==> src/rtl/dnn_weight_fetch.sv <==
// Weight-block fetcher: prefetches one 64-byte line ahead into pf_buf and
// hands it to the loader's out_buf on request, with sticky done/err status.
module dnn_weight_fetch (
    input  logic        clk,
    input  logic        rst_n,
    input  logic        start,
    input  logic [31:0] base_addr,
    input  logic [11:0] num_blocks,
    input  logic        req_mem,
    output logic [63:0] mem_data [7:0],
    output logic        mem_ready,
    output logic        rd_req,
    output logic [31:0] rd_addr,
    input  logic        rd_gnt,
    input  logic        rd_valid,
    input  logic [63:0] rd_data,
    output logic        busy,
    output logic        done,
    output logic        err
);

    typedef enum logic [1:0] {IDLE, REQ, RECV} state_e;

    state_e      state_q, state_d;
    logic [31:0] base_q, base_d;
    logic [11:0] nblk_q, nblk_d;
    logic [11:0] issued_q, issued_d;
    logic [11:0] delivered_q, delivered_d;
    logic [2:0]  beat_q, beat_d;
    logic        pend_q, pend_d;
    logic        pf_valid_q, pf_valid_d;
    logic        busy_q, busy_d;
    logic        done_q, done_d;
    logic        err_q, err_d;
    logic        ready_q, ready_d;
    logic [63:0] pf_buf_q [7:0];
    logic [63:0] pf_buf_d [7:0];
    logic [63:0] out_buf_q [7:0];
    logic [63:0] out_buf_d [7:0];
    logic        xfer;

    always_comb begin
        state_d     = state_q;
        base_d      = base_q;
        nblk_d      = nblk_q;
        issued_d    = issued_q;
        delivered_d = delivered_q;
        beat_d      = beat_q;
        pend_d      = pend_q;
        pf_valid_d  = pf_valid_q;
        busy_d      = busy_q;
        done_d      = done_q;
        err_d       = err_q;
        ready_d     = 1'b0;
        pf_buf_d    = pf_buf_q;
        out_buf_d   = out_buf_q;

        case (state_q)
            IDLE: begin
                if (busy_q && !pf_valid_q && (issued_q < nblk_q)) state_d = REQ;
            end
            REQ: begin
                if (rd_gnt) begin
                    issued_d = issued_q + 12'd1;
                    beat_d   = '0;
                    state_d  = RECV;
                end
            end
            RECV: begin
                if (rd_valid) begin
                    pf_buf_d[beat_q] = rd_data;
                    beat_d           = beat_q + 3'd1;
                    if (beat_q == 3'd7) begin
                        pf_valid_d = 1'b1;
                        state_d    = IDLE;
                    end
                end
            end
            default: state_d = IDLE;
        endcase

        // Requests never queue: one outstanding, anything beyond is an overrun.
        if (req_mem) begin
            if (!busy_q || pend_q) err_d = 1'b1;
            else                   pend_d = 1'b1;
        end

        // Transfer uses registered pf_valid, so a line finishing this edge waits one cycle.
        xfer = busy_q && pf_valid_q && (pend_q || req_mem);
        if (xfer) begin
            out_buf_d   = pf_buf_q;
            pf_valid_d  = 1'b0;
            pend_d      = 1'b0;
            delivered_d = delivered_q + 12'd1;
            ready_d     = 1'b1;
            if (delivered_d == nblk_q) begin
                done_d  = 1'b1;
                busy_d  = 1'b0;
                state_d = IDLE;
            end
        end

        if (start && !busy_q) begin
            base_d      = base_addr;
            nblk_d      = num_blocks;
            issued_d    = '0;
            delivered_d = '0;
            beat_d      = '0;
            pf_valid_d  = 1'b0;
            err_d       = 1'b0;
            ready_d     = 1'b0;
            state_d     = IDLE;
            if (num_blocks == '0) begin
                done_d = 1'b1;
                busy_d = 1'b0;
                pend_d = 1'b0;
            end else begin
                done_d = 1'b0;
                busy_d = 1'b1;
                pend_d = 1'b1;
            end
        end
    end

    always_ff @(posedge clk or negedge rst_n) begin
        if (!rst_n) begin
            state_q     <= IDLE;
            base_q      <= '0;
            nblk_q      <= '0;
            issued_q    <= '0;
            delivered_q <= '0;
            beat_q      <= '0;
            pend_q      <= 1'b0;
            pf_valid_q  <= 1'b0;
            busy_q      <= 1'b0;
            done_q      <= 1'b0;
            err_q       <= 1'b0;
            ready_q     <= 1'b0;
            pf_buf_q    <= '{default: '0};
            out_buf_q   <= '{default: '0};
        end else begin
            state_q     <= state_d;
            base_q      <= base_d;
            nblk_q      <= nblk_d;
            issued_q    <= issued_d;
            delivered_q <= delivered_d;
            beat_q      <= beat_d;
            pend_q      <= pend_d;
            pf_valid_q  <= pf_valid_d;
            busy_q      <= busy_d;
            done_q      <= done_d;
            err_q       <= err_d;
            ready_q     <= ready_d;
            pf_buf_q    <= pf_buf_d;
            out_buf_q   <= out_buf_d;
        end
    end

    assign rd_req    = (state_q == REQ);
    assign rd_addr   = (state_q == REQ) ? (base_q + {14'd0, issued_q, 6'd0}) : '0;
    assign mem_data  = out_buf_q;
    assign mem_ready = ready_q;
    assign busy      = busy_q;
    assign done      = done_q;
    assign err       = err_q;

endmodule

==> config.mk <==
export PLATFORM = sky130hd
export DESIGN_NAME = dnn_weight_fetch
export DESIGN_NICKNAME = d
export VERILOG_FILES = /design/src/rtl/dnn_weight_fetch.sv
export SDC_FILE = /design/constraint.sdc
export NUM_CORES = 2
export LEC_CHECK = 0
export BUFFER_PORTS_ARGS = -buffer_cell sky130_fd_sc_hd__buf_2
export CORE_ASPECT_RATIO = 0.8
export CORE_MARGIN = 2
export CORE_UTILIZATION = 60
export CTS_CLUSTER_SIZE = 10
export DETAILED_ROUTE_END_ITERATION = 7
export PLACE_DENSITY = 0.88
export SETUP_SLACK_MARGIN = 0.1
export SYNTH_ARGS = -nofsm -noshare
export SYNTH_HDL_FRONTEND = slang
export SYNTH_SLANG_ARGS = --single-unit
==> constraint.sdc <==
create_clock -name clk -period 4.5 [get_ports clk]
set_clock_uncertainty 0.15 [all_clocks]
set_input_delay 0.675 -clock clk [delete_from_list [all_inputs] [get_ports clk]]
set_output_delay 0.675 -clock clk [all_outputs]
set_load 0.005 [all_outputs]
==> impl_results.md <==
* CTS tree: built
* # rows at 87
* Largest net degree at the start of global routing at 195
* Final nets at 4629
* Tot Pwr at 22.6 mW
* Post-CTS Setup Bufs at 0
* HP Class: in -> reg
* Initial DRC Count at 3146
* Gate Count Post-Synth at 3823
* Crit start category: flip-flop
* Max Clk Rate at 0.243 GHz
* Via-per-instance ratio at 5.82
* Final Wtd Congestion at 0.946
* Post-DR wirelength/cell at 22.3 µm
* Commonest non-fill, non-tap cell in the layout: nand2_1
* Clk_lat worst skew at 0.69 ns
* Slew margin rel. at 0.304
* Global-route usage over all layers at 0.331
* Fillers at 4442
* Detailed Routing Iterations Pass 1 at 5
* Maximum capacitance violations at 0
* Most frequent cells in the layout: nand2_1 (1681), dfrtp_1 (1103), buf_2 (661)
* Critical path class: reg -> out
* Final WL at 121 mm
* Synthesized flop and latch total at 1103
* Ys Warns at 0
* CTS max path bufs at 3
* Clk sinks at 1103
* First-pass GRT wire length at 187 mm
* Mapped cell area at 42700 µm²
* Leak at 28.9 nW
* Hold Fails Final Rpt at 0
* Ports at 663
* Sequential Area at 27600 µm²
* Synthesized net count at 3965
* Area grow syn2layout at 18.4%
* P per Cell Area at 446 nW/µm²
* CTS clk-pin slew, worst paths at 0.06 ns
* Hold WS at 0.0307 ns
* CTS buffer count at 121
* Die height at 243 µm
* CTS H-tree lvls at 3
* Post-synthesis sequential area ratio at 0.646
* Compound-Gate Fraction of Synth Area at 0.0157
* Full die area at 73400 µm²
* Mux share of post-synthesis cell area at 0.135
* Synth unique cells at 55
* Worst Path Max Fanout at 6
* Post-synth EDFFs at 0
* Period minus WS final at 4.11 ns
* VDD IR max at 0.000367 V
* Max Transition Viols Final at 0
* Worst-margin pin slew at 1.04 ns
* Synth async-reset ratio at 1.00
* Syn_area_per_cell at 11.2 µm²
* Initial core utilization at 0.606
* Die W at 302 µm
* CP arrival at 3.28 ns
* Vias in the first global route at 32500
* Fin crit share at 0.913
* RSZ-0062 raised after global routing: false
* Drc violations at 0
* Setup TNS at 0 ns
* Initial antenna violation count at 1
* DP Wirelength at 74.1 mm
* CTS root buffer: clkbuf_16
* Multi-input gate area at 14300 µm²
* Largest family of logic cells by synthesized area: simple AND/OR/NAND/NOR gates
* Remaining antenna violation count after routing at 0
* Port bufs at 662
* Simple-Gate Fraction of Synth Area at 0.165
* Xor/xnor share of the synthesized area at 0.00861
* Critical path required time at 3.67 ns
* Synth Area in Adders at 0.00837
* Crit path capture type: output pin
* Layout cells sized above 1 at 0.305
* Core Footprint at 70500 µm²
* Total gr overflow at 0
* Vias at 31600
* Ys flop type: dfrtp_1
* Outcome: finished, final reports clean
* Setup violators final at 0
cells by family after synthesis:
logic type      after synthesis
flops                      1103
compound gates              110
fa+ha+maj                    28
simple gates               1815
buf+inv                     211
mux                         514
xor+xnor                     42
state kept, by name (all words and copies together) (netlist names), 2 cells and up:
name         flops
state_q          2
beat_q           3
nblk_q          12
delivered_q     12
issued_q        12
mem_data       512
base_q          32
pf_buf_q       512
Yosys cell counts (3+ instances only):
cell	number	area, µm²
nor4_1	4	25.0
or3_1	5	31.3
xor2_1	16	140
buf_4	18	135
inv_1	21	78.8
a211oi_1	5	37.5
nand3b_1	3	22.5
nor3_1	10	50.1
a31oi_1	5	31.3
and2_1	12	75.1
mux2_2	512	5770
nor2_1	39	146
o21bai_1	3	22.5
nor2b_1	3	18.8
a21oi_1	28	140
nand2b_1	8	50.1
nor3b_1	4	30.0
buf_1	29	109
nand2_1	1682	6310
ha_1	27	338
a21o_1	7	52.6
o21ai_0	38	190
or4_1	3	22.5
and3_1	8	50.1
clkbuf_1	106	398
buf_2	35	175
dfrtp_1	1103	27600
o31ai_1	5	37.5
nand3_1	19	95.1
nand4_1	6	37.5
xnor2_1	26	228
worst max-delay path, stage by stage (launching register included):
cell,delay [ns]
dfrtp_1,0.46
ha_1,0.31
a21o_1,0.15
a21oi_1,0.27
o221ai_1,0.30
a2111oi_0,0.62
o21ai_0,0.17
nor3b_1,0.16
buf_2,0.14
layout make-up:
cell class	instances	share of cell area
flip-flops and latches	1103	0.546
multi-input cells	2509	0.282
repair buffers	730	0.0825
clock buffers	128	0.0612
well taps	934	0.0231
clock inverters	8	0.00334
inverters	22	0.00178
diodes	3	0.000148
layer usage:
layer / track usage / vias up / wire length [µm]
met5: 0 / - / 0
met4: 0.164 / 0 / 6180
met3: 0.0682 / 370 / 10000
met2: 0.536 / 1621 / 59100
met1: 0.428 / 16100 / 46100
li1: - / 13600 / -
stage by stage:
| step | setup slack (ns) | std cells | instance area (µm²) | utilization |
|---|---|---|---|---|
| after floorplan | 1.57 | 3823 | 42700 | - |
| after global routing | 0.146 | 5435 | 50600 | 0.717 |
| final | 0.393 | 5437 | 50600 | 0.717 |
| after CTS | 0.258 | 5434 | 50600 | 0.717 |
| after global placement | 1.01 | 5286 | 47200 | 0.669 |
| after detailed placement | 1.01 | 5286 | 47200 | 0.669 |
where the power goes:
| part | switching, mW | total (mW) | internal, mW | leakage, nW |
|---|---|---|---|---|
| Combinational | 1.21 | 2.37 | 1.17 | 12.2 |
| Clock | 3.76 | 8.63 | 4.87 | 1.59 |
| Sequential | 0.652 | 11.6 | 10.9 | 15.1 |
| Total | 5.62 | 22.6 | 17.0 | 28.9 |
path summary, 6_finish.rpt:
path                       slack (ns)            end           from  cells after the start
setup / recovery                 0.39    rd_addr[15]    issued_q[1]                      8
hold / removal                   0.03      base_q[7]   base_addr[7]                      3
setup reg to reg                 1.48  pf_buf_q[283]     state_q[0]                      6
hold reg to reg                  0.30  mem_data[320]  pf_buf_q[320]                      2
max in group asynchronous        2.54  mem_data[434]          rst_n                      3
min in group asynchronous        0.46   mem_data[11]          rst_n                      2
timing repair:
| action | in CTS | in global routing |
|---|---|---|
| hold buffers | 12 | 0 |
| gates resized for setup | 0 | 1 |
| endpoints found under the setup margin | 0 | 2 |
| endpoints found under the hold margin | 48 | 0 |
Power figures use the tool's default switching activity.
